### config.mk
export PLATFORM = sky130hd
export DESIGN_NAME = blend_stream_sequencer
export DESIGN_NICKNAME = d
export VERILOG_FILES = /design/src/rtl/blend_stream_sequencer.sv
export SDC_FILE = /design/constraint.sdc
export NUM_CORES = 1
export LEC_CHECK = 0
export CAP_MARGIN = 20
export CORE_UTILIZATION = 50
export CTS_BUF_LIST = sky130_fd_sc_hd__clkbuf_16
export DETAILED_ROUTE_END_ITERATION = 10
export PLACE_DENSITY = 0.8
export REMOVE_ABC_BUFFERS = 1
export SETUP_SLACK_MARGIN = 0.5
export SYNTH_ARGS = -nofsm -noshare
export SYNTH_HDL_FRONTEND = slang
export SYNTH_SLANG_ARGS = --single-unit
### constraint.sdc
create_clock -name clk -period 2.59 [get_ports clk]
set_input_delay 0.259 -clock clk [delete_from_list [all_inputs] [get_ports clk]]
set_output_delay 0.259 -clock clk [all_outputs]
set_load 0.05 [all_outputs]
### src/rtl/blend_stream_sequencer.sv
// ---------------------------------------------------------------------------
// blend_stream_sequencer
//   Upstream feeder for the image blender. Takes one frame configuration and
//   a handshaked stream of pixel pairs, and turns them into the blender's
//   18-bit command word {state[1:0], data_1[7:0], data_2[7:0]}. It models the
//   blender's fixed pipeline latency to flag which blender output cycles hold
//   valid results. It does not take a new configuration until the last result
//   of the current frame has left the blender.
//
// Ports
//   clk, rst          clock (rising edge), asynchronous active-high reset
//   cfg_valid/ready   configuration handshake (accepted only in IDLE)
//   cfg_divisor       blender divisor select 0..7
//   cfg_ratio1/2      blend ratios for channel 1 / channel 2
//   pix_valid/ready   pixel-pair handshake
//   pix_a, pix_b      channel-1 / channel-2 pixel
//   pix_last          final pair of the frame
//   single_input      registered command word to the blender
//   blend_valid       blender data_out holds a valid result this cycle
//   blend_last        blend_valid result is the frame's final one
//   pix_count         pairs issued in the current frame (saturating)
//   busy              high in every state except IDLE
// ---------------------------------------------------------------------------
module blend_stream_sequencer #(
    parameter int unsigned PIPE_LAT = 3,
    parameter int unsigned CNT_W    = 16
) (
    input  logic             clk,
    input  logic             rst,
    input  logic             cfg_valid,
    output logic             cfg_ready,
    input  logic [2:0]       cfg_divisor,
    input  logic [7:0]       cfg_ratio1,
    input  logic [7:0]       cfg_ratio2,
    input  logic             pix_valid,
    output logic             pix_ready,
    input  logic [7:0]       pix_a,
    input  logic [7:0]       pix_b,
    input  logic             pix_last,
    output logic [17:0]      single_input,
    output logic             blend_valid,
    output logic             blend_last,
    output logic [CNT_W-1:0] pix_count,
    output logic             busy
);

    localparam int unsigned WORD_W = 18;
    localparam int unsigned DATA_W = 8;

    localparam logic [1:0] CMD_PIXEL = 2'b00;
    localparam logic [1:0] CMD_DIV   = 2'b01;
    localparam logic [1:0] CMD_RATIO = 2'b10;
    localparam logic [1:0] CMD_IDLE  = 2'b11;

    localparam logic [WORD_W-1:0] IDLE_WORD = {CMD_IDLE, 16'h0000};

    typedef enum logic [2:0] {
        S_IDLE       = 3'd0,
        S_LOAD_DIV   = 3'd1,
        S_LOAD_RATIO = 3'd2,
        S_STREAM     = 3'd3,
        S_DRAIN      = 3'd4
    } state_e;

    state_e state_q;
    state_e state_d;

    // Registered outputs and their next values
    logic [WORD_W-1:0] single_input_q;
    logic [WORD_W-1:0] single_input_d;
    logic              last_word_q;
    logic              last_word_d;
    logic              cfg_ready_q;
    logic              cfg_ready_d;
    logic              pix_ready_q;
    logic              pix_ready_d;
    logic              busy_q;
    logic              busy_d;
    logic [CNT_W-1:0]  pix_count_q;
    logic [CNT_W-1:0]  pix_count_d;

    // Captured ratios; the divisor goes straight into the DIV command word
    logic [DATA_W-1:0] ratio1_q;
    logic [DATA_W-1:0] ratio1_d;
    logic [DATA_W-1:0] ratio2_q;
    logic [DATA_W-1:0] ratio2_d;

    // Blender latency model: one {valid, last} bit pair per pipeline stage
    logic [PIPE_LAT-1:0] vld_sr_q;
    logic [PIPE_LAT-1:0] lst_sr_q;

    logic cfg_acc;
    logic pix_acc;
    logic pix_word;

    assign cfg_acc  = cfg_valid & cfg_ready_q;
    assign pix_acc  = pix_valid & pix_ready_q;
    assign pix_word = (single_input_q[WORD_W-1 -: 2] == CMD_PIXEL);

    // State register
    always_ff @(posedge clk or posedge rst) begin
        if (rst) begin
            state_q <= S_IDLE;
        end else begin
            state_q <= state_d;
        end
    end

    // Next-state logic
    always_comb begin
        state_d = state_q;
        case (state_q)
            S_IDLE: begin
                if (cfg_acc) begin
                    state_d = S_LOAD_DIV;
                end
            end
            S_LOAD_DIV: begin
                state_d = S_LOAD_RATIO;
            end
            // A pair may already be taken while RATIO is on the bus, so a
            // one-pair frame can go straight to DRAIN.
            S_LOAD_RATIO: begin
                if (pix_acc && pix_last) begin
                    state_d = S_DRAIN;
                end else begin
                    state_d = S_STREAM;
                end
            end
            S_STREAM: begin
                if (pix_acc && pix_last) begin
                    state_d = S_DRAIN;
                end
            end
            // blend_last marks the last in-flight result leaving the blender
            S_DRAIN: begin
                if (lst_sr_q[PIPE_LAT-1]) begin
                    state_d = S_IDLE;
                end
            end
            default: begin
                state_d = S_IDLE;
            end
        endcase
    end

    // Output / datapath next values; handshake readies follow the next state
    always_comb begin
        single_input_d = IDLE_WORD;
        last_word_d    = 1'b0;
        cfg_ready_d    = (state_d == S_IDLE);
        pix_ready_d    = (state_d == S_LOAD_RATIO) || (state_d == S_STREAM);
        busy_d         = (state_d != S_IDLE);
        pix_count_d    = pix_count_q;
        ratio1_d       = ratio1_q;
        ratio2_d       = ratio2_q;

        if (cfg_acc) begin
            single_input_d = {CMD_DIV, 5'b00000, cfg_divisor, 8'h00};
            ratio1_d       = cfg_ratio1;
            ratio2_d       = cfg_ratio2;
            pix_count_d    = '0;
        end

        if (state_q == S_LOAD_DIV) begin
            single_input_d = {CMD_RATIO, ratio1_q, ratio2_q};
        end

        // An accepted pair becomes the PIXEL word in the following cycle
        if (pix_acc) begin
            single_input_d = {CMD_PIXEL, pix_a, pix_b};
            last_word_d    = pix_last;
            if (pix_count_q != {CNT_W{1'b1}}) begin
                pix_count_d = pix_count_q + CNT_W'(1);
            end
        end
    end

    // Output and datapath registers
    always_ff @(posedge clk or posedge rst) begin
        if (rst) begin
            single_input_q <= IDLE_WORD;
            last_word_q    <= 1'b0;
            cfg_ready_q    <= 1'b1;
            pix_ready_q    <= 1'b0;
            busy_q         <= 1'b0;
            pix_count_q    <= '0;
            ratio1_q       <= '0;
            ratio2_q       <= '0;
        end else begin
            single_input_q <= single_input_d;
            last_word_q    <= last_word_d;
            cfg_ready_q    <= cfg_ready_d;
            pix_ready_q    <= pix_ready_d;
            busy_q         <= busy_d;
            pix_count_q    <= pix_count_d;
            ratio1_q       <= ratio1_d;
            ratio2_q       <= ratio2_d;
        end
    end

    // Latency model: a PIXEL word on the bus in cycle T reaches the last
    // stage, and therefore blend_valid, in cycle T + PIPE_LAT.
    always_ff @(posedge clk or posedge rst) begin
        if (rst) begin
            vld_sr_q <= '0;
            lst_sr_q <= '0;
        end else begin
            vld_sr_q[0] <= pix_word;
            lst_sr_q[0] <= pix_word & last_word_q;
            for (int unsigned i = 1; i < PIPE_LAT; i++) begin
                vld_sr_q[i] <= vld_sr_q[i-1];
                lst_sr_q[i] <= lst_sr_q[i-1];
            end
        end
    end

    assign single_input = single_input_q;
    assign cfg_ready    = cfg_ready_q;
    assign pix_ready    = pix_ready_q;
    assign busy         = busy_q;
    assign pix_count    = pix_count_q;
    assign blend_valid  = vld_sr_q[PIPE_LAT-1];
    assign blend_last   = lst_sr_q[PIPE_LAT-1];

endmodule
; ---- Yosys cells after proc, flatten, opt, wreduce, memory -nomap -nowiden
; Cells that the tools add are included.
; Widths: inputs -> output; s select.
[totals]
wordCells = 40
out_inout_bits = 39
inputBits = 40
reg_bits = 63
[classes]
n_eq_ne = 7
n_addsub = 1
n_mux = 12
n_bitwise = 3
reduce_logical = 6
[ops]
columns = operator, n
row1 = $mux 18, 3
row2 = $mux 16, 3
row3 = $add 16x1->16 const B, 1
row4 = $ne 16x16->1 const B, 1
row5 = $pmux 3 s5, 1
row6 = $eq 3x2->1 const B, 4
row7 = $mux 3, 4
row8 = $logic_not 3->1, 2
row9 = $and 1x1->1, 3
row10 = $eq 3x1->1 const B, 1
row11 = $eq 3x3->1 const B, 1
row12 = $reduce_bool 3->1, 1
row13 = $logic_not 2->1, 1
row14 = $logic_and 1x1->1, 1
row15 = $logic_or 1x1->1, 1
row16 = $mux 1, 1

; ---- Logic depth before layout (Yosys ltp)
[depth]
ltp_word = 6
mapped_depth = 7
ltp_nobuf = 6

; ---- Worst setup path after synthesis
; OpenSTA, ideal clock, no wires.
[synth_path]
path_kind = reg-to-reg
from = register pix_count_q[0], in the netlist pix_count[0]
to = register pix_count_q[3], in the netlist pix_count[3]
synth_period_minus_slack_ps = 2175
arrival_ps = 2056
t_required_ps = 2472
n_path_buf = 0
slack_ps = 415
path_stages_with_launch = 7
setup_time_ps = 118
cell_sequence = dfrtp_1 ha_1 nand4_4 nor4_4 nor2_1 a21o_1 a21o_1
[synth_between]
elab_chain_len = 3
elab_cells_between_ends = 4
classes_between = add/sub: 1 / eq/ne: 1 / mux: 2
[synth_lines]
columns = item, line_no
row1 = "start, declared", 79  ; logic [CNT_W-1:0] pix_count_q;
row2 = "start signal, assigned", 196  ; pix_count_q <= pix_count_d;
row3 = $add 16x1->16 / $ne 16x16->1 (equally long branches), "174, 173"
row4 = $mux 16 *, 173  ; if (pix_count_q != {CNT_W{1'b1}}) begin
row5 = $mux 16 *, 170  ; if (pix_acc) begin
row6 = named net pix_count_d[3], 80  ; logic [CNT_W-1:0] pix_count_d;
; Mark *: on every way through the listed nets, which the timed path passes. The rest lies on a longest branch.
; A chain may end at the register's enable or synchronous reset.

; ---- Final worst setup path
; Same ends and word-level chain as after synthesis.

==> PnR_summary.wiki <==
{| class="wikitable"
! Metric !! Value
|-
| Total detailed-routing wirelength || 6920 um
|-
| Num Clock Sinks || 63
|-
| Period utilisation layout || 0.757
|-
| N_diodes || 0
|-
| Number of placement rows || 26
|-
| Cell types with the highest counts after synthesis || 89 x sky130_fd_sc_hd__nand2_1, 60 x sky130_fd_sc_hd__dfrtp_1, 24 x sky130_fd_sc_hd__nand3_1
|-
| Clock root buffer master || sky130_fd_sc_hd__clkbuf_16
|-
| Global route overflow || 0
|-
| Final Net Count || 411
|-
| X dimension of the die || 75.3 um
|-
| Worst ir drop on vdd || 0.868 mV
|-
| Sequential cell area in the final layout || 1580 sq um
|-
| Clock tree from TritonCTS || yes
|-
| Average cell area after synthesis || 9.39 sq um
|-
| Cell accounting for the most synthesized area || sky130_fd_sc_hd__dfrtp_1
|-
| Overall via count from detail_route || 2457
|-
| Via density || 5.52
|-
| Post-route ant nets || 0
|-
| Total chip power || 4.24 mW
|-
| Final hold vios || 0
|-
| Cell count after synthesis || 286
|-
| Largest driver fanout on the critical path || 9
|-
| Utilization of the core after routing || 0.744
|-
| Largest family of logic cells by synthesized area || simple AND/OR/NAND/NOR gates
|-
| Start-to-end type of the worst setup path || reg2reg
|-
| Height of the die || 75.3 um
|-
| Run status || complete, no violations
|-
| CTS buffer count || 9
|-
| Endpoints failing setup || 0
|-
| Worst hold path class || in2async
|-
| Synth Warn # || 0
|-
| F_max || 0.510 GHz
|-
| Total DRC errors in the routed layout || 0
|-
| H-tree depth || 3
|-
| Area growth from synthesis to layout || 42.5%
|-
| Worst slew margin relative to its limit || 0.598
|-
| Final setup skew || 0.00713 ns
|-
| Pin count of the biggest net entering global routing || 37
|-
| Share of the synthesized netlist area taken by xor and xnor gates || 0.00326
|-
| Combined global-route utilization of all metal layers || 0.266
|-
| Final weighted congestion in routability-driven placement || 0.816
|-
| Share of layout cells above drive strength 1 || 0.0907
|-
| Vias in the first global route || 2268
|-
| Most common cell in the netlist || sky130_fd_sc_hd__nand2_1
|-
| Pins Over Slew Limit || 0
|-
| Number of fill cells || 413
|-
| First-pass GRT wire length || 10800 um
|-
| Area of the multi-input gates || 1020 sq um
|-
| Post-synthesis compound-gate area fraction || 0.0951
|-
| Clock-pin slew on the worst setup and hold paths || 0.05 ns
|-
| Number of hold buffers added after CTS || 0
|-
| Most used flip-flop cell after synthesis || sky130_fd_sc_hd__dfrtp_1
|-
| Time the final worst path needs with I/O delays and setup || 1.96 ns
|-
| Proportion of register bits with asynchronous set or reset after synthesis || 1.00
|-
| Latest clock arrival within the worst-skew pair || 0.33 ns
|-
| Adder and majority gate portion of the synthesized area || 0.00466
|-
| Static Leak || 1.79 nW
|-
| Number of enable-type register cells in the synthesized netlist || 0
|-
| Required time at the endpoint of the critical path || 2.81 ns
|-
| Post-Route Setup TNS || 0 ns
|-
| Crit. End Element || register
|-
| # Max-Cap Violations || 0
|-
| Power per Cell Area || 1110 nW/um^2
|-
| Sum of net half-perimeters after detailed placement || 4620 um
|-
| Simple logic cell fraction of the synthesized area || 0.277
|-
| Unrepaired setup endpoints after global routing || no
|-
| Post-synthesis sequential area ratio || 0.589
|-
| Buffers on Ports || 78
|-
| Synth Cell Area || 2690 sq um
|-
| Transition at the pin with the smallest max-transition slack || 0.600 ns
|-
| Effective utilization at floorplan || 0.522
|-
| Num ports || 79
|-
| Number of antenna violations at the first check in global routing || 0
|-
| Multiplexer share of the synthesized area || 0
|-
| Number of synthesized register bits || 63
|-
| Buffers from clock root to sink, at most || 2
|-
| Number of DRC markers after the initial detailed-route iteration || 210
|-
| Wire length per cell || 15.6 um
|-
| DIE AREA || 5670 sq um
|-
| Top cells by area in the synthesized netlist || sky130_fd_sc_hd__dfrtp_1 56%, sky130_fd_sc_hd__nand2_1 12%, sky130_fd_sc_hd__nand3_1 4.5%
|-
| Crit path arrival time || 2.18 ns
|-
| Number of different library cells in the post-synthesis netlist || 36
|-
| Proportion of netlist area held by the largest area contributor || 0.559
|-
| Floorplan core area || 5140 sq um
|-
| First-pass DRT Iterations || 6
|-
| Crit path launch type || register
|}
per-stage QoR:
stage	worst slack, ns	std cells	instance area [sq um]	hold WS, ns
floorplan	0.390	273	2630	0.331
finish	0.628	445	3830	0.326
CTS	0.512	443	3810	0.347
detailed placement	0.567	427	3550	0.336
global placement	0.632	427	3550	0.336
global route	0.543	445	3830	0.373
layout make-up:
cell class / instances / area share
flip-flops and latches: 63 / 0.413
multi-input cells: 203 / 0.268
repair buffers: 86 / 0.223
clock buffers: 9 / 0.0589
well taps: 70 / 0.0229
clock inverters: 7 / 0.00752
inverters: 7 / 0.00687
flip-flops by register name, summed over array words and instances (netlist names):
signal	count
single_input	18
lst_sr_q	3
pix_count	16
vld_sr_q	3
busy	1
ratio2_q	8
cfg_ready	1
pix_ready	1
ratio1_q	8
last_word_q	1
state_q	3
cell usage in the layout (no fill, tap or decap), types with 7 or more instances in the layout:
| cell | instances |
|---|---|
| sky130_fd_sc_hd__a21oi_1 | 7 |
| sky130_fd_sc_hd__buf_4 | 7 |
| sky130_fd_sc_hd__clkbuf_16 | 9 |
| sky130_fd_sc_hd__clkdlybuf4s50_1 | 78 |
| sky130_fd_sc_hd__dfrtp_1 | 60 |
| sky130_fd_sc_hd__inv_1 | 10 |
| sky130_fd_sc_hd__nand2_1 | 89 |
| sky130_fd_sc_hd__nand3_1 | 24 |
| sky130_fd_sc_hd__nor2_1 | 14 |
| sky130_fd_sc_hd__nor3_1 | 7 |
| sky130_fd_sc_hd__o21ai_0 | 15 |
| sky130_fd_sc_hd__o21ai_1 | 8 |
what timing repair did:
| item | in CTS | in global routing |
|---|---|---|
| buffers inserted | 0 | 2 |
| hold endpoints to repair | 0 | 0 |
| pin swaps | 0 | 1 |
| gates resized for setup | 1 | 1 |
| endpoints found under the setup margin | 1 | 9 |
layer usage:
layer  vias to the layer above  track usage  wire length (um)
li1                       1133            -                 -
met5                         -            0                 0
met3                        15       0.0843               643
met4                         0       0.0823                99
met1                      1165        0.345              2800
met2                       144        0.428              3370
kinds of logic after synthesis:
group           count (synthesis)
simple gates                  156
fa+ha+maj                       1
compound gates                 45
xor+xnor                        1
buf+inv                        20
flops                          63
final timing paths:
kind	start	end	slack (ns)	cells after the start
min	rst	single_input[0]$_DFF_PP0_	0.33	2
max	pix_count[0]$_DFF_PP0_	pix_count[3]$_DFF_PP0_	0.63	6
max in group asynchronous	rst	single_input[17]$_DFF_PP1_	1.61	3
max reg2reg	pix_count[0]$_DFF_PP0_	pix_count[3]$_DFF_PP0_	0.63	6
min in group clk	lst_sr_q[1]$_DFF_PP0_	lst_sr_q[2]$_DFF_PP0_	0.36	0
min reg2reg	lst_sr_q[1]$_DFF_PP0_	lst_sr_q[2]$_DFF_PP0_	0.36	0
power by group:
group	switching [mW]	total (mW)	internal (mW)
clock network	0.395	1.02	0.624
logic	1.14	1.70	0.555
registers	0.206	1.52	1.32
critical path, cell delays in order (launching register included):
cell and delay, ns:
sky130_fd_sc_hd__dfrtp_1 0.43, sky130_fd_sc_hd__ha_1 0.30, sky130_fd_sc_hd__nand4_4 0.17, sky130_fd_sc_hd__nor4_4 0.33, sky130_fd_sc_hd__nor2_1 0.25, sky130_fd_sc_hd__a21o_1 0.21, sky130_fd_sc_hd__a21o_1 0.16
Note: power is estimated with default switching activity, not from simulation.
